File: src/rtl/rv32_pkg.sv
// Shared RV32 decode types: ALU operation encoding, alu_op classes and the ALU-decode record.
// Pure declarations; no logic and no timing.
package rv32_pkg;

  localparam int ALU_CONTROL_WIDTH = 6;

  typedef enum logic [ALU_CONTROL_WIDTH-1:0] {
    ALU_ADD, ALU_SUB, ALU_SLL, ALU_SLT, ALU_SLTU, ALU_XOR, ALU_SRL, ALU_SRA,
    ALU_OR, ALU_AND, ALU_PASS,
    ALU_MUL, ALU_MULH, ALU_MULHSU, ALU_MULHU, ALU_DIV, ALU_DIVU, ALU_REM, ALU_REMU,
    ALU_SH1ADD, ALU_SH2ADD, ALU_SH3ADD,
    ALU_ANDN, ALU_ORN, ALU_XNOR, ALU_CLZ, ALU_CTZ, ALU_CPOP, ALU_MAX, ALU_MAXU,
    ALU_MIN, ALU_MINU, ALU_SEXTB, ALU_SEXTH, ALU_ZEXTH, ALU_ROL, ALU_ROR,
    ALU_ORCB, ALU_REV8,
    ALU_CLMUL, ALU_CLMULH, ALU_CLMULR,
    ALU_BCLR, ALU_BEXT, ALU_BINV, ALU_BSET
  } alu_op_e;

  localparam logic [2:0] ALUOP_ADD    = 3'b000;
  localparam logic [2:0] ALUOP_BRANCH = 3'b001;
  localparam logic [2:0] ALUOP_OP     = 3'b010;
  localparam logic [2:0] ALUOP_UPPER  = 3'b011;
  localparam logic [2:0] ALUOP_NONE   = 3'b100;

  typedef struct packed {
    alu_op_e     alu_control;
    logic        illegal;
    logic [31:0] instr;
  } alu_dec_t;

  localparam alu_dec_t ALU_DEC_RESET = '{alu_control: ALU_ADD, illegal: 1'b0, instr: 32'h0};

endpackage

File: src/rtl/rv32_d_alu_decode_stage_if.sv
// Upstream/downstream handshake and payload of the ALU decode stage.
// slave = the stage itself, master = whoever drives it.
interface rv32_d_alu_decode_stage_if;
  import rv32_pkg::*;

  logic                         flush_i;
  logic                         valid_i;
  logic                         ready_o;
  logic [2:0]                   alu_op_i;
  logic [31:0]                  instr_i;
  logic                         valid_o;
  logic                         ready_i;
  logic [ALU_CONTROL_WIDTH-1:0] alu_control_o;
  logic                         illegal_o;
  logic [31:0]                  instr_o;

  modport slave (
    input  flush_i, valid_i, alu_op_i, instr_i, ready_i,
    output ready_o, valid_o, alu_control_o, illegal_o, instr_o
  );

  modport master (
    output flush_i, valid_i, alu_op_i, instr_i, ready_i,
    input  ready_o, valid_o, alu_control_o, illegal_o, instr_o
  );

endinterface

File: src/rtl/rv32_d_alu_decode_lut.sv
// Combinational ALU-control lookup: alu_op class + instruction -> {alu_control, illegal, instr}.
// Zero latency, no state; illegal encodings resolve to ALU_ADD with illegal set.
module rv32_d_alu_decode_lut
  import rv32_pkg::*;
#(
  parameter bit ENABLE_M = 1'b1,
  parameter bit ENABLE_B = 1'b1
) (
  input  logic [2:0]  alu_op_i,
  input  logic [31:0] instr_i,
  output alu_dec_t    dec_o
);

  logic [2:0] funct3;
  logic [6:0] funct7;
  logic [4:0] rs2;
  logic       is_reg;
  alu_op_e    op;
  logic       ok;
  logic       m_op;
  logic       b_op;

  assign funct3 = instr_i[14:12];
  assign funct7 = instr_i[31:25];
  assign rs2    = instr_i[24:20];
  assign is_reg = instr_i[5];

  always_comb begin
    op   = ALU_ADD;
    ok   = 1'b1;
    m_op = 1'b0;
    b_op = 1'b0;
    case (alu_op_i)
      ALUOP_ADD, ALUOP_NONE: op = ALU_ADD;
      ALUOP_BRANCH: begin
        case (funct3)
          3'b000, 3'b001: op = ALU_XOR;
          3'b100, 3'b101: op = ALU_SLT;
          3'b110, 3'b111: op = ALU_SLTU;
          default:        ok = 1'b0;
        endcase
      end
      ALUOP_UPPER: op = is_reg ? ALU_PASS : ALU_ADD;
      ALUOP_OP: begin
        if (!is_reg && funct3 != 3'b001 && funct3 != 3'b101) begin
          case (funct3)
            3'b000:  op = ALU_ADD;
            3'b010:  op = ALU_SLT;
            3'b011:  op = ALU_SLTU;
            3'b100:  op = ALU_XOR;
            3'b110:  op = ALU_OR;
            default: op = ALU_AND;
          endcase
        end else if (!is_reg) begin
          // Shift-immediates: funct7 must match exactly, so shamt[5]=1 falls to default.
          case ({funct7, funct3})
            {7'b0000000, 3'b001}: op = ALU_SLL;
            {7'b0000000, 3'b101}: op = ALU_SRL;
            {7'b0100000, 3'b101}: op = ALU_SRA;
            {7'b0110000, 3'b001}: begin
              b_op = 1'b1;
              case (rs2)
                5'b00000: op = ALU_CLZ;
                5'b00001: op = ALU_CTZ;
                5'b00010: op = ALU_CPOP;
                5'b00100: op = ALU_SEXTB;
                5'b00101: op = ALU_SEXTH;
                default:  ok = 1'b0;
              endcase
            end
            {7'b0010100, 3'b001}: begin b_op = 1'b1; op = ALU_BSET; end
            {7'b0100100, 3'b001}: begin b_op = 1'b1; op = ALU_BCLR; end
            {7'b0110100, 3'b001}: begin b_op = 1'b1; op = ALU_BINV; end
            {7'b0100100, 3'b101}: begin b_op = 1'b1; op = ALU_BEXT; end
            {7'b0110000, 3'b101}: begin b_op = 1'b1; op = ALU_ROR;  end
            {7'b0010100, 3'b101}: begin b_op = 1'b1; op = ALU_ORCB; ok = (rs2 == 5'b00111); end
            {7'b0110100, 3'b101}: begin b_op = 1'b1; op = ALU_REV8; ok = (rs2 == 5'b11000); end
            default: ok = 1'b0;
          endcase
        end else if (funct7 == 7'b0000000) begin
          case (funct3)
            3'b000:  op = ALU_ADD;
            3'b001:  op = ALU_SLL;
            3'b010:  op = ALU_SLT;
            3'b011:  op = ALU_SLTU;
            3'b100:  op = ALU_XOR;
            3'b101:  op = ALU_SRL;
            3'b110:  op = ALU_OR;
            default: op = ALU_AND;
          endcase
        end else if (funct7 == 7'b0000001) begin
          m_op = 1'b1;
          case (funct3)
            3'b000:  op = ALU_MUL;
            3'b001:  op = ALU_MULH;
            3'b010:  op = ALU_MULHSU;
            3'b011:  op = ALU_MULHU;
            3'b100:  op = ALU_DIV;
            3'b101:  op = ALU_DIVU;
            3'b110:  op = ALU_REM;
            default: op = ALU_REMU;
          endcase
        end else begin
          b_op = 1'b1;
          case ({funct7, funct3})
            {7'b0100000, 3'b000}: begin b_op = 1'b0; op = ALU_SUB; end
            {7'b0100000, 3'b101}: begin b_op = 1'b0; op = ALU_SRA; end
            {7'b0100000, 3'b111}: op = ALU_ANDN;
            {7'b0100000, 3'b110}: op = ALU_ORN;
            {7'b0100000, 3'b100}: op = ALU_XNOR;
            {7'b0010000, 3'b010}: op = ALU_SH1ADD;
            {7'b0010000, 3'b100}: op = ALU_SH2ADD;
            {7'b0010000, 3'b110}: op = ALU_SH3ADD;
            {7'b0000101, 3'b001}: op = ALU_CLMUL;
            {7'b0000101, 3'b011}: op = ALU_CLMULH;
            {7'b0000101, 3'b010}: op = ALU_CLMULR;
            {7'b0000101, 3'b100}: op = ALU_MIN;
            {7'b0000101, 3'b101}: op = ALU_MINU;
            {7'b0000101, 3'b110}: op = ALU_MAX;
            {7'b0000101, 3'b111}: op = ALU_MAXU;
            {7'b0110000, 3'b001}: op = ALU_ROL;
            {7'b0110000, 3'b101}: op = ALU_ROR;
            {7'b0000100, 3'b100}: begin op = ALU_ZEXTH; ok = (rs2 == 5'b00000); end
            {7'b0100100, 3'b001}: op = ALU_BCLR;
            {7'b0100100, 3'b101}: op = ALU_BEXT;
            {7'b0010100, 3'b001}: op = ALU_BSET;
            {7'b0110100, 3'b001}: op = ALU_BINV;
            default: ok = 1'b0;
          endcase
        end
      end
      default: ok = 1'b0;
    endcase
    if (m_op && !ENABLE_M) ok = 1'b0;
    if (b_op && !ENABLE_B) ok = 1'b0;
    dec_o.alu_control = ok ? op : ALU_ADD;
    dec_o.illegal     = ~ok;
    dec_o.instr       = instr_i;
  end

endmodule

File: src/rtl/rv32_d_alu_decode_stage.sv
// Registered ALU-control decode stage: 1-cycle latency, full throughput, valid/ready with
// optional skid entry so ready_o comes straight from a flop; flush drops everything held.
module rv32_d_alu_decode_stage
  import rv32_pkg::*;
#(
  parameter bit ENABLE_M = 1'b1,
  parameter bit ENABLE_B = 1'b1,
  parameter bit SKID     = 1'b1
) (
  input logic                      clk_i,
  input logic                      rst_ni,
  rv32_d_alu_decode_stage_if.slave bus
);

  alu_dec_t dec;
  alu_dec_t out_q, out_d, skid_q, skid_d;
  logic     out_vld_q, out_vld_d, skid_vld_q, skid_vld_d;
  logic     ready;
  logic     accept;

  rv32_d_alu_decode_lut #(.ENABLE_M(ENABLE_M), .ENABLE_B(ENABLE_B)) u_lut (
    .alu_op_i (bus.alu_op_i),
    .instr_i  (bus.instr_i),
    .dec_o    (dec)
  );

  assign accept = bus.valid_i & ready & ~bus.flush_i;

  always_comb begin
    out_d      = out_q;
    out_vld_d  = out_vld_q;
    skid_d     = skid_q;
    skid_vld_d = skid_vld_q;
    if (bus.flush_i) begin
      out_vld_d  = 1'b0;
      skid_vld_d = 1'b0;
    end else if (skid_vld_q) begin
      // Skid only ever holds data behind a valid output, so draining keeps out_vld set.
      if (bus.ready_i) begin
        out_d      = skid_q;
        skid_vld_d = 1'b0;
      end
    end else if (accept) begin
      if (!out_vld_q || bus.ready_i) begin
        out_d     = dec;
        out_vld_d = 1'b1;
      end else begin
        skid_d     = dec;
        skid_vld_d = 1'b1;
      end
    end else if (bus.ready_i) begin
      out_vld_d = 1'b0;
    end
  end

  always_ff @(posedge clk_i) begin
    if (!rst_ni) begin
      out_vld_q <= 1'b0;
      out_q     <= ALU_DEC_RESET;
    end else begin
      out_vld_q <= out_vld_d;
      out_q     <= out_d;
    end
  end

  generate
    if (SKID) begin : g_skid
      always_ff @(posedge clk_i) begin
        if (!rst_ni) begin
          skid_vld_q <= 1'b0;
          skid_q     <= ALU_DEC_RESET;
        end else begin
          skid_vld_q <= skid_vld_d;
          skid_q     <= skid_d;
        end
      end
      assign ready = ~skid_vld_q;
    end else begin : g_no_skid
      assign skid_vld_q = 1'b0;
      assign skid_q     = ALU_DEC_RESET;
      assign ready      = ~out_vld_q | bus.ready_i;
    end
  endgenerate

  assign bus.ready_o       = ready;
  assign bus.valid_o       = out_vld_q;
  assign bus.alu_control_o = out_q.alu_control;
  assign bus.illegal_o     = out_q.illegal;
  assign bus.instr_o       = out_q.instr;

endmodule

File: src/flat_wrapper.sv
// flat-port wrapper written by rule: the top's interface ports become plain ports
module rv32_d_alu_decode_stage_flat import rv32_pkg::*;
#(
  parameter bit ENABLE_M = 1'b1,
  parameter bit ENABLE_B = 1'b1,
  parameter bit SKID     = 1'b1
)
  (clk_i, rst_ni, bus_flush_i, bus_valid_i, bus_alu_op_i, bus_instr_i, bus_ready_i, bus_ready_o, bus_valid_o, bus_alu_control_o, bus_illegal_o, bus_instr_o);
  rv32_d_alu_decode_stage_if bus_i ();
  input logic clk_i;
  input logic rst_ni;
  input wire logic [$bits(bus_i.flush_i)-1:0] bus_flush_i;
  input wire logic [$bits(bus_i.valid_i)-1:0] bus_valid_i;
  input wire logic [$bits(bus_i.alu_op_i)-1:0] bus_alu_op_i;
  input wire logic [$bits(bus_i.instr_i)-1:0] bus_instr_i;
  input wire logic [$bits(bus_i.ready_i)-1:0] bus_ready_i;
  output wire logic [$bits(bus_i.ready_o)-1:0] bus_ready_o;
  output wire logic [$bits(bus_i.valid_o)-1:0] bus_valid_o;
  output wire logic [$bits(bus_i.alu_control_o)-1:0] bus_alu_control_o;
  output wire logic [$bits(bus_i.illegal_o)-1:0] bus_illegal_o;
  output wire logic [$bits(bus_i.instr_o)-1:0] bus_instr_o;
  assign bus_i.flush_i = bus_flush_i;
  assign bus_i.valid_i = bus_valid_i;
  assign bus_i.alu_op_i = bus_alu_op_i;
  assign bus_i.instr_i = bus_instr_i;
  assign bus_i.ready_i = bus_ready_i;
  assign bus_ready_o = bus_i.ready_o;
  assign bus_valid_o = bus_i.valid_o;
  assign bus_alu_control_o = bus_i.alu_control_o;
  assign bus_illegal_o = bus_i.illegal_o;
  assign bus_instr_o = bus_i.instr_o;
  rv32_d_alu_decode_stage #(.ENABLE_M(ENABLE_M), .ENABLE_B(ENABLE_B), .SKID(SKID)) u_core (.clk_i(clk_i), .rst_ni(rst_ni), .bus(bus_i));
endmodule
File: config.mk
export PLATFORM = sky130hd
export DESIGN_NAME = rv32_d_alu_decode_stage_flat
export DESIGN_NICKNAME = d
export VERILOG_FILES = /design/src/rtl/rv32_pkg.sv /design/src/rtl/rv32_d_alu_decode_stage_if.sv /design/src/rtl/rv32_d_alu_decode_lut.sv /design/src/rtl/rv32_d_alu_decode_stage.sv /design/src/flat_wrapper.sv
export SDC_FILE = /design/constraint.sdc
export NUM_CORES = 1
export LEC_CHECK = 0
export ABC_CLOCK_PERIOD_IN_PS = 5000
export CORE_MARGIN = 2
export CORE_UTILIZATION = 33
export CTS_BUF_LIST = sky130_fd_sc_hd__clkbuf_8 sky130_fd_sc_hd__clkbuf_16
export CTS_CLUSTER_DIAMETER = 150
export DETAILED_ROUTE_END_ITERATION = 10
export SLEW_MARGIN = 20
export SYNTH_ARGS = -nofsm -noshare
export SYNTH_HDL_FRONTEND = slang
export SYNTH_SLANG_ARGS = --single-unit
File: constraint.sdc
create_clock -name clk_i -period 5 [get_ports clk_i]
set_input_delay 0.5 -clock clk_i [delete_from_list [all_inputs] [get_ports clk_i]]
set_output_delay 0.5 -clock clk_i [all_outputs]
set_load 0.005 [all_outputs]
======== After elaboration in Yosys (flattened, before gate mapping) ========
Cells that the tools add are included.
storage, ports and cells
  output and inout port bits .............. 41
  logic and storage cells ................. 121
  bits in registers ....................... 80
  input bits .............................. 40
cells by class
  equality and inequality tests ........... 48
  mux-type cells .......................... 34
  bitwise logic cells ..................... 7
  reductions and logical operators ........ 24
operator list
  operator               number
  $mux W39               4
  $pmux W6 S22           1
  $eq A10 B9 Y1 const B  11
  $eq A10 B6 Y1 const B  8
  $pmux W6 S11           1
  $eq A10 B8 Y1 const B  5
  $pmux W5 S7            1
  $mux W6                5
  $pmux W6 S5            1
  $pmux W4 S7            1
  $reduce_or A21 Y1      1
  $pmux W4 S5            1
  $pmux W6 S3            1
  $eq A3 B3 Y1 const B   5
  $eq A5 B3 Y1 const B   3
  $mux W1                13
  $eq A3 B2 Y1 const B   4
  $eq A10 B1 Y1 const B  1
  $eq A10 B3 Y1 const B  1
  $pmux W3 S3            1
  $reduce_and A4 Y1      2
  $reduce_or A2 Y1       4
  $reduce_or A8 Y1       1
  $eq A7 B1 Y1 const B   1
  24 further kinds       36

======== Logic depth before layout (Yosys ltp) ========
Gate-level depths: netlist of the first run.
  depth in word-level cells ............... 12
  gate-level depth with buffers ........... 10
  mapped depth without buffers ............ 9

======== Cells and area by module ========
From an unflattened synthesis of the first run, not the netlist that was laid out.
unflattened totals
  cells, all modules ...................... 585
  area, all modules ....................... 5012.3 µm²
by module, submodules not included
  module                   cells an instance  sequential area each (µm²)  area each (µm²)  times used
  rv32_d_alu_decode_stage  360                1601.5                      3558.4           1
  rv32_d_alu_decode_lut    225                0.0                         1453.9           1

======== Least setup slack after synthesis of the first run ========
Ideal clock, no wire load.
  path type ............................... input port to flip-flop
  from .................................... input port bus_instr_i[13]
  to ...................................... register u_core.out_q, in the netlist u_core.bus.alu_control_o[1]
  path buffers ............................ 1
  path slack .............................. 2327 ps
  arrival ................................. 2555 ps
  setup time .............................. 117 ps
  required time ........................... 4883 ps
  cell stages on the path ................. 9
  cell sequence ........................... clkbuf_1 inv_1 ha_1 mux2_2 a32oi_1 o21ai_0 a2111oi_0 a221oi_2 a32o_1
between the ends
  cells in the longest elaborated chain, start to end .. 12
  elaborated cells between the ends (all ways) .. 67
  those cells by class .................... eq/ne: 35; mux: 23; reduce/logical: 9
RTL lines
  what                                   line                                                       text
  start: declaration                     flat_wrapper.sv:15                                         input wire logic [$bits(bus_i.instr_i)-1:0] bus_instr_i;
  $eq A10 B9 Y1 (tied with other cells)  rv32_d_alu_decode_lut.sv:56, rv32_d_alu_decode_lut.sv:105
  $reduce_or A21 Y1 (no source line)     n/a
  $pmux W1 S2                            rv32_d_alu_decode_lut.sv:105                               case ({funct7, funct3})
  $mux W1                                rv32_d_alu_decode_lut.sv:91                                end else if (funct7 == 7'b0000001) begin
  $mux W1                                rv32_d_alu_decode_lut.sv:80                                end else if (funct7 == 7'b0000000) begin
  $mux W1                                rv32_d_alu_decode_lut.sv:54                                end else if (!is_reg) begin
  $mux W1                                rv32_d_alu_decode_lut.sv:45                                if (!is_reg && funct3 != 3'b001 && funct3 != 3'b101) begin
  $pmux W1 S3                            rv32_d_alu_decode_lut.sv:33                                case (alu_op_i)
  $mux W6 (*)                            rv32_d_alu_decode_lut.sv:136                               dec_o.alu_control = ok ? op : ALU_ADD;
  $mux W39 (*)                           rv32_d_alu_decode_stage.sv:44                              if (!out_vld_q || bus.ready_i) begin
  $mux W39 (*)                           rv32_d_alu_decode_stage.sv:43                              end else if (accept) begin
  $mux W39 (*)                           rv32_d_alu_decode_stage.sv:37                              end else if (skid_vld_q) begin
  end signal: assignment                 rv32_d_alu_decode_stage.sv:62                              out_q <= out_d;
  end: declaration                       rv32_d_alu_decode_stage.sv:16                              alu_dec_t out_q, out_d, skid_q, skid_d;
Mark *: on every way between the ends. The rest lies on a longest branch, timed or not. The select of a mux whose other input is x is not followed.
A chain may end at the register's enable or synchronous reset.

======== Worst setup path after layout of the first run ========
Ends and elaborated chain as after synthesis.

==> results.cfg, run 1 <==
[clocking]
path_clk_slew_ps = 60
clkLatencyLatePin_ps = 340
htreeDepth = 3
cts_resized = 0
ctsHoldBuffers = 0
cts_root_buf = clkbuf_16
clkSinkCount = 80
cts_setup_buffers = 0
cts_tree = done
clockBufferDepth = 2
cts_buffers = 9

[synth]
ys_ff_latch = 80
syn_inst = 572
ys_warn_count = 0
yosysMostFrequentCell = nand2_1
ys_seq_area_frac = 0.3497
synthArstFlopShare = 0
synth-edff-count = 0
synth.distinct_cells = 63
netlist_area_sq_um = 4579
synth_area_leaders = dfxtp_1, nand2_1, o211a_1, mux2i_1, a21boi_0
synthTopCellsByCount = nand2_1, dfxtp_1, clkbuf_1
synth.largest_area_cell = dfxtp_1
ys.flop_type = dfxtp_1
synth_top_area_frac = 0.3497
syn-num-nets = 617
syn_area_per_cell_sq_um = 8.006

[critical_path]
critical-path-slowest-cell = clkdlybuf4s50_1
critPathBufInv = 2
cp_top_family = compound AO/OA/AOI/OAI gates
path_cells = clkdlybuf4s50_1 > inv_1 > ha_1 > mux2_2 > a32oi_1 > o21ai_0 > a2111oi_0 > a221oi_2 > a32o_1
critical_path.endpoint_type = flop
crit_fanout = 11
cp.arrival_ps = 3720
required_ps = 5230
critPathKind = in -> reg
cpPeakStageDelay_ps = 800
start_kind = input pin

[global_route]
grt_pass1_vias = 4352
grt_max_degree = 86
grt_pass1_wl_um = 22140
antenna_found_initial = 0
grt.overflow.total = 0
grt_usage = 0.1883

[sta]
slew_headroom = 0.4632
fin_skew_ps = 8.011
fin_crit_sh = 0.6978
fmax_mhz = 286.6
fin_tns_setup_ps = 0
rsz0062_at_grt = false
final.min_clock_period_ps = 3489
hold_viol_final = 0
setup_viol = 0
drv_slew = 0
tightest_slew_ps = 805.3

[finish]
final_nets = 666
drive_gt1_frac = 0.06070
area_growth_pct = 25.87
final_cell_area_sq_um = 5764
nFillCells = 1407
diodes = 0

[routing]
via_count = 4446
drt_iter0_markers = 466
routed_wl_um = 13590
route.detailed.drc = 0
dr.pass1.iters = 5
wl_per_cell_um = 16.86
via_per_inst = 5.516
final_antenna_net_count = 0

[floorplan]
coreArea_sq_um = 13720
pin_count = 81
dieWidth_um = 121.8
row_count = 43
die-area_sq_um = 14840
dieHeight_um = 121.8
start_util = 0.3338

[power_and_ir_drop]
finalPower_uw = 1536
p_leak_uw = 0.002236
pwr_density_cell_nw_per_um2 = 266.5
vdd_drop_max_mv = 0.1569

[placement]
placed_cell_area_sq_um = 5473
place_congestion = 1.029
hpwl_um = 9526
portBuffers = 80

[flow_run]
maxCapViolCount = 0

[min_path]
hp-class = reg -> reg

[run_status]
status = completed
==> layer usage <==
metal,share of wire,GRT usage,vias to the layer above
met1,0.45,0.2396,2120
li1,-,-,2160
met4,0.021,0.07902,0
met5,0,0,-
met3,0.057,0.04588,21
met2,0.47,0.3045,145
==> report_power, final <==
group	total [uW]	internal, uW	switching (uW)
clock	635	367	268
combinational	230	111	119
sequential	671	659	11.7
total	1540	1140	400
==> cell type report <==
cell class	instances	area, sq um	share of cell area
inverters	8	30.03	0.005209
flip-flops and latches	80	1603	0.2781
repair buffers	90	870.8	0.1511
clock buffers	11	252.7	0.04385
multi-input cells	432	2744	0.4760
well taps	180	225.2	0.03907
clock inverters	5	38.79	0.006729
==> tightest hold or removal path, delay by kind of cell (launching register included) <==
family | cells | cell delay, ps
AOI/OAI and AO/OA | 1 | 50
DFF | 1 | 320
and+or+nand+nor | 1 | 50
==> placed cells by master (no fill, tap or decap), drive strengths merged, types with 9 or more instances in the layout <==
cell / count
nor2: 27
a21oi: 13
buf: 11
nor3: 16
o21ai: 21
nor2b: 10
inv: 9
nand2: 116
mux2i: 32
nand3: 21
o211a: 33
a21boi: 35
clkbuf: 11
dfxtp: 80
o211ai: 9
clkdlybuf4s50: 79
==> through the flow <==
stage	cells	worst slack [ps]	util	hold WS (ps)
after detailed placement	790	1261	0.3989	449.5
after global routing	806	1310	0.4202	479.6
after global placement	790	1233	0.3989	435.8
after CTS	806	1619	0.4202	465.4
final	806	1511	0.4202	464.8
after floorplan	572	2327	-	424.7
==> final timing paths <==
| kind | startpoint | endpoint | slack (ps) | depth (start not counted) |
|---|---|---|---|---|
| setup / recovery | bus_instr_i[13] | u_core.bus.alu_control_o[1] | 1510 | 9 |
| hold / removal | u_core.skid_q[33] | u_core.skid_q[33] | 460 | 2 |
| setup reg to reg | u_core.skid_vld_q | u_core.bus.instr_o[17] | 2520 | 6 |
| hold reg to reg | u_core.skid_q[33] | u_core.skid_q[33] | 460 | 2 |
==> state kept, by name, indices dropped and copies added, names as in the netlist <==
register / cells
u_core.skid_vld_q: 1
u_core.skid_q: 39
u_core.bus.instr_o: 32
u_core.bus.valid_o: 1
u_core.bus.alu_control_o: 6
u_core.bus.illegal_o: 1
==> kinds of logic after synthesis <==
logic type | synth area share
and+or+nand+nor | 0.2393
xor gates and xnor gates | 0.003826
DFF | 0.3497
adders and majority gates | 0.01366
AOI/OAI and AO/OA | 0.2672
buffers and inverters | 0.05136
muxes | 0.07486
(Power assumes the default switching activity.)
==> inputs of run 2 (changes only) <==
--- a/config.mk
+++ b/config.mk
@@ -5,7 +5,7 @@
 export SDC_FILE = /design/constraint.sdc
 export NUM_CORES = 1
 export LEC_CHECK = 0
-export ABC_CLOCK_PERIOD_IN_PS = 5000
+export ABC_CLOCK_PERIOD_IN_PS = 3480
 export CORE_MARGIN = 2
 export CORE_UTILIZATION = 33
 export CTS_BUF_LIST = sky130_fd_sc_hd__clkbuf_8 sky130_fd_sc_hd__clkbuf_16
==> constraint.sdc (replaced) <==
create_clock -name clk_i -period 3.48 [get_ports clk_i]
set_input_delay 0.348 -clock clk_i [delete_from_list [all_inputs] [get_ports clk_i]]
set_output_delay 0.348 -clock clk_i [all_outputs]
set_load 0.005 [all_outputs]
==> run 2 against run 1 <==
Sequential share of layout area shrank 1.1 points. Die area is the same. Utilization grew 1.7 points. Hold slack lost 10 ps. Critical path depth shrank 1. Flip-flop and latch count is the same. Count of clock-buffer cells in the layout shrank 2. Wire length grew 5.0%. Register-to-register slack lost 1200 ps. Critical endpoint unchanged. Global-route usage grew 0.66 points. First-iteration DRC count shrank 26%. Cell count grew 2.9%.
==> results.cfg, run 2 (synthesized netlist as in run 1, its figures left out) <==
[run_status]
status = completed

[finish]
largest_reg_flops = 39
final_common_cell = nand2_1
diodes = 0
drive_gt1_frac = 0.09399
final_cell_area_sq_um = 6002
final_nets = 689
area_growth_pct = 31.07
max_flop_register = u_core.skid_q
final_cell_mix = nand2_1, clkdlybuf4s50_1, dfxtp_1, a21boi_0, o211a_1
nFillCells = 1410

[placement]
place_congestion = 0.9099
placed_cell_area_sq_um = 5670
portBuffers = 80
hpwl_um = 10360

[global_route]
grt_pass1_vias = 4428
grt_usage = 0.1949
antenna_found_initial = 0
grt.overflow.total = 0
grt_max_degree = 55
grt_pass1_wl_um = 22850

[flow_run]
maxCapViolCount = 0

[power_and_ir_drop]
p_leak_uw = 0.002381
internal-power_uw = 1764
pwr-share-clk = 0.445
p_seq_frac = 0.406
pwr_density_cell_nw_per_um2 = 395.2
power_switching_uw = 608.5
netSwitchingFraction = 0.2565
finalPower_uw = 2372
vdd_drop_max_mv = 0.2823
comb_power_share = 0.148

[sta]
rsz0062_at_grt = false
fin_skew_ps = 9.288
fin_tns_setup_ps = 0
slew_headroom = 0.3962
hold_slack_ps = 454.7
final.min_clock_period_ps = 2877
hold_viol_final = 0
drv_slew = 0
fin_crit_sh = 0.8266
fmax_mhz = 347.6
tightest_slew_ps = 905.7
setup_viol = 0

[critical_path]
cp.arrival_ps = 3110
critical_path.endpoint_type = flop
start_kind = input pin
required_ps = 3720
critPathKind = in -> reg
crit_fanout = 13

[min_path]
hp-class = reg -> reg

[clocking]
path_clk_slew_ps = 70
cts_buffers = 9
cts_resized = 0
cts_tree = done
clkLatencyLatePin_ps = 340
cts_setup_buffers = 0
ctsHoldBuffers = 0
clockBufferDepth = 2
clkSinkCount = 80
cts_root_buf = clkbuf_16
htreeDepth = 3

[floorplan]
die-area_sq_um = 14840
dieWidth_um = 121.8
start_util = 0.3338
row_count = 43
dieHeight_um = 121.8
coreArea_sq_um = 13720
pin_count = 81

[routing]
dr.pass1.iters = 5
via_per_inst = 5.484
routed_wl_um = 14270
wl_per_cell_um = 17.21
drt_iter0_markers = 344
route.detailed.drc = 0
final_antenna_net_count = 0
via_count = 4546
## run 2: changes by cell type in the layout (fill, tap and decap cells not counted)
cell	before	now
buf_4	10	31
buf_12	0	2
bufinv_16	0	2
clkbuf_8	2	0
clkinv_2	1	0
clkinvlp_4	1	0
inv_6	2	3
inv_8	0	1
## run 2: critical path, cell delays in order
cell             delay, ps
clkdlybuf4s50_1        680
and3b_1                310
o2111ai_1              250
a21boi_0               440
nand2_1                120
o311a_2                380
or2_2                  330
a32o_1                 240
## run 2: path summary, 6_finish.rpt
path / from / depth (start not counted) / end / slack [ps]
worst min-delay path: u_core.skid_q[33] / 2 / u_core.skid_q[33] / 450
worst min register to register: u_core.skid_q[33] / 2 / u_core.skid_q[33] / 450
worst max-delay path: bus_instr_i[30] / 8 / u_core.bus.alu_control_o[1] / 600
worst max register to register: u_core.skid_vld_q / 6 / u_core.skid_q[34] / 1290
## run 2: power groups by stage
stage               registers, uW  logic (uW)  clock network (uW)
CTS                           964         352                1090
detailed placement            985         350                   0
global placement              983         350                   0
global route                  967         384                1120
finish                        964         352                1060
floorplan                     984         170                   0
## run 2: cell type report
class / count / area, sq um / area share
repair buffers: 113 / 1069 / 0.1780
clock inverters: 7 / 106.4 / 0.01772
inverters: 8 / 30.03 / 0.005003
clock buffers: 9 / 225.2 / 0.03752
multi-input cells: 432 / 2744 / 0.4572
flip-flops and latches: 80 / 1603 / 0.2670
well taps: 180 / 225.2 / 0.03752
## run 2: metal layers
layer  part of all wire  track usage  vias up
li1                   -            -     2204
met1               0.45       0.2463     2187
met2               0.48       0.3321      130
met3              0.048      0.04260       25
met4              0.023      0.05819        0
met5                  0            0        -
## run 2: per-stage QoR
stage	utilization	worst slack, ps	std cells
after floorplan	-	959.3	572
after global placement	0.4133	316.6	813
after detailed placement	0.4133	332.3	813
after CTS	0.4375	689.7	829
after global routing	0.4375	381.8	829
final	0.4375	603.5	829
==> inputs of run 3 (changes only) <==
--- a/config.mk
+++ b/config.mk
@@ -5,7 +5,7 @@
 export SDC_FILE = /design/constraint.sdc
 export NUM_CORES = 1
 export LEC_CHECK = 0
-export ABC_CLOCK_PERIOD_IN_PS = 3480
+export ABC_CLOCK_PERIOD_IN_PS = 2480
 export CORE_MARGIN = 2
 export CORE_UTILIZATION = 33
 export CTS_BUF_LIST = sky130_fd_sc_hd__clkbuf_8 sky130_fd_sc_hd__clkbuf_16
==> constraint.sdc (replaced) <==
create_clock -name clk_i -period 2.48 [get_ports clk_i]
set_input_delay 0.248 -clock clk_i [delete_from_list [all_inputs] [get_ports clk_i]]
set_output_delay 0.248 -clock clk_i [all_outputs]
set_load 0.005 [all_outputs]
==> run 3 against run 2 <==
Count of clock-buffer cells in the layout unchanged. Register-to-register slack got worse by 710 ps. Cell count increased by 8.9%. Non-clock buffer count grew 74. Final area is 10% higher. Combinational power increased by 62%. Highest routed layer unchanged.
==> results.cfg, run 3 (synthesized netlist as in run 1, its figures left out) <==
[critical_path]
crit_fanout = 5
cpPeakStageDelay_ps = 550
critPathBufInv = 2
critPathKind = in -> reg
cp_top_family = compound AO/OA/AOI/OAI gates
timing.critical_path.from = bus_instr_i[14]
path_cells = clkdlybuf4s50_1 > buf_4 > nor2b_1 > o2111a_1 > a31oi_2 > nand2_1 > o311a_4 > or2_2 > a32o_1
timing.rr.start = u_core.skid_vld_q
required_ps = 2700
critical-path-slowest-cell = clkdlybuf4s50_1
start_kind = input pin
critical_path.endpoint_type = flop
cp.arrival_ps = 2590

[floorplan]
die-area_sq_um = 14840
dieHeight_um = 121.8
pin_count = 81
dieWidth_um = 121.8
coreArea_sq_um = 13720
start_util = 0.3338
row_count = 43

[sta]
fin_tns_setup_ps = 0
rsz0062_at_grt = false
drv_slew = 0
layout_setup_ws_ps = 109.9
fin_skew_ps = 9.422
hold_viol_final = 0
hold_slack_ps = 311.2
fin_crit_sh = 0.9557
tightest_slew_ps = 654.3
fmax_mhz = 421.9
setup_viol = 0
slew_headroom = 0.5638
final.min_clock_period_ps = 2370

[finish]
nFillCells = 1319
max_flop_register = u_core.skid_q
drive_gt1_frac = 0.1978
final_cell_mix = nand2_1, buf_4, dfxtp_1, clkdlybuf4s50_1
area_growth_pct = 44.51
final_common_cell = nand2_1
final_cells = 903
diodes = 0
final_nets = 763
final_core_util = 0.4824
largest_reg_flops = 39

[clocking]
cts_buffers = 9
cts_tree = done
htreeDepth = 3
clkSinkCount = 80
cts_root_buf = clkbuf_16
ctsHoldBuffers = 0
clockBufferDepth = 2
clkLatencyLatePin_ps = 340
path_clk_slew_ps = 60

[routing]
route.detailed.drc = 0
via_count = 4807
drt_iter0_markers = 266
wl_per_cell_um = 16.14
via_per_inst = 5.323
final_antenna_net_count = 0
dr.pass1.iters = 5
routed_wl_um = 14580

[run_status]
status = completed

[global_route]
grt_usage = 0.2011
grt_pass1_wl_um = 23700
grt.overflow.total = 0
use_met2 = 0.3432
grt_pass1_vias = 4656
grtUsageMet1 = 0.2601
grt-busiest-layer = met2
antenna_found_initial = 0
grt_max_degree = 65
use_met3 = 0.03652

[min_path]
hp-class = in -> reg
min_from = bus_instr_i[28]

[placement]
place_congestion = 0.9054
post-place-ws_ps = -424.7
place_inst = 885
hpwl_um = 11000
portBuffers = 80

[flow_run]
maxCapViolCount = 0

[power_and_ir_drop]
vdd_drop_max_mv = 0.3482
p_leak_uw = 0.002779
pwr-share-clk = 0.415
comb_power_share = 0.174
p_seq_frac = 0.411
internal-power_uw = 2435
pwr_density_cell_nw_per_um2 = 496.8
netSwitchingFraction = 0.2595
power_switching_uw = 853.1
[run 3: cell types whose count changed in the layout (fill, tap and decap cells not counted), moves of 2 or more]
cell             change
or4_1                -2
buf_4               +72
o21ai_0              -2
or4_4                +2
clkdlybuf4s50_1      -5
dlymetal6s2s_1       +5
a21boi_2             +2
[run 3: path summary, 6_finish.rpt]
path,end,slack [ps],cells past startpoint
setup / recovery,u_core.bus.alu_control_o[2],110,9
hold / removal,u_core.skid_q[28],310,3
setup reg to reg,u_core.bus.alu_control_o[5],580,6
hold reg to reg,u_core.skid_q[5],460,2
[run 3: worst register-to-register path: cells and delay by family (launching register included)]
family / cells / cell delay (ps)
buffers and inverters: 1 / 360
DFF: 1 / 370
AOI/OAI and AO/OA: 3 / 770
and+or+nand+nor: 2 / 310
[run 3: per-stage QoR]
stage	cell area (sq um)	total power (uW)
floorplan	4579	1620
global placement	6223	1942
detailed placement	6223	1945
CTS	6548	3331
global route	6618	3442
finish	6618	3288
[run 3: repair_timing]
item                       in CTS  in global routing
setup endpoints to repair       9                 12
resized for setup               3                 16
setup buffers                   0                  2
pin swaps                       0                  9
[run 3: area by class of cell]
type,instances,area (sq um),area share
inverter,8,30.03,0.004538
sequential,80,1603,0.2422
timing repair buffer,187,1653,0.2498
multi-input combinational,432,2793,0.4220
clock inverter,7,88.84,0.01342
clock buffer,9,225.2,0.03403
tap,180,225.2,0.03403
[run 3: per-layer routing]
layer	up-vias	wire length, um	part of all wire
met5	-	0	0
met4	0	235	0.016
met3	17	637	0.044
met2	131	7088	0.49
met1	2289	6616	0.45
li1	2370	-	-
[run 3: power by group through the flow]
stage	registers, uW	logic (uW)	clock network [uW]
6_report	1350	571	1360
3_5_place_dp	1380	563	0
4_1_cts	1350	568	1410
2_1_floorplan	1380	239	0
5_1_grt	1360	621	1460
3_3_place_gp	1380	562	0
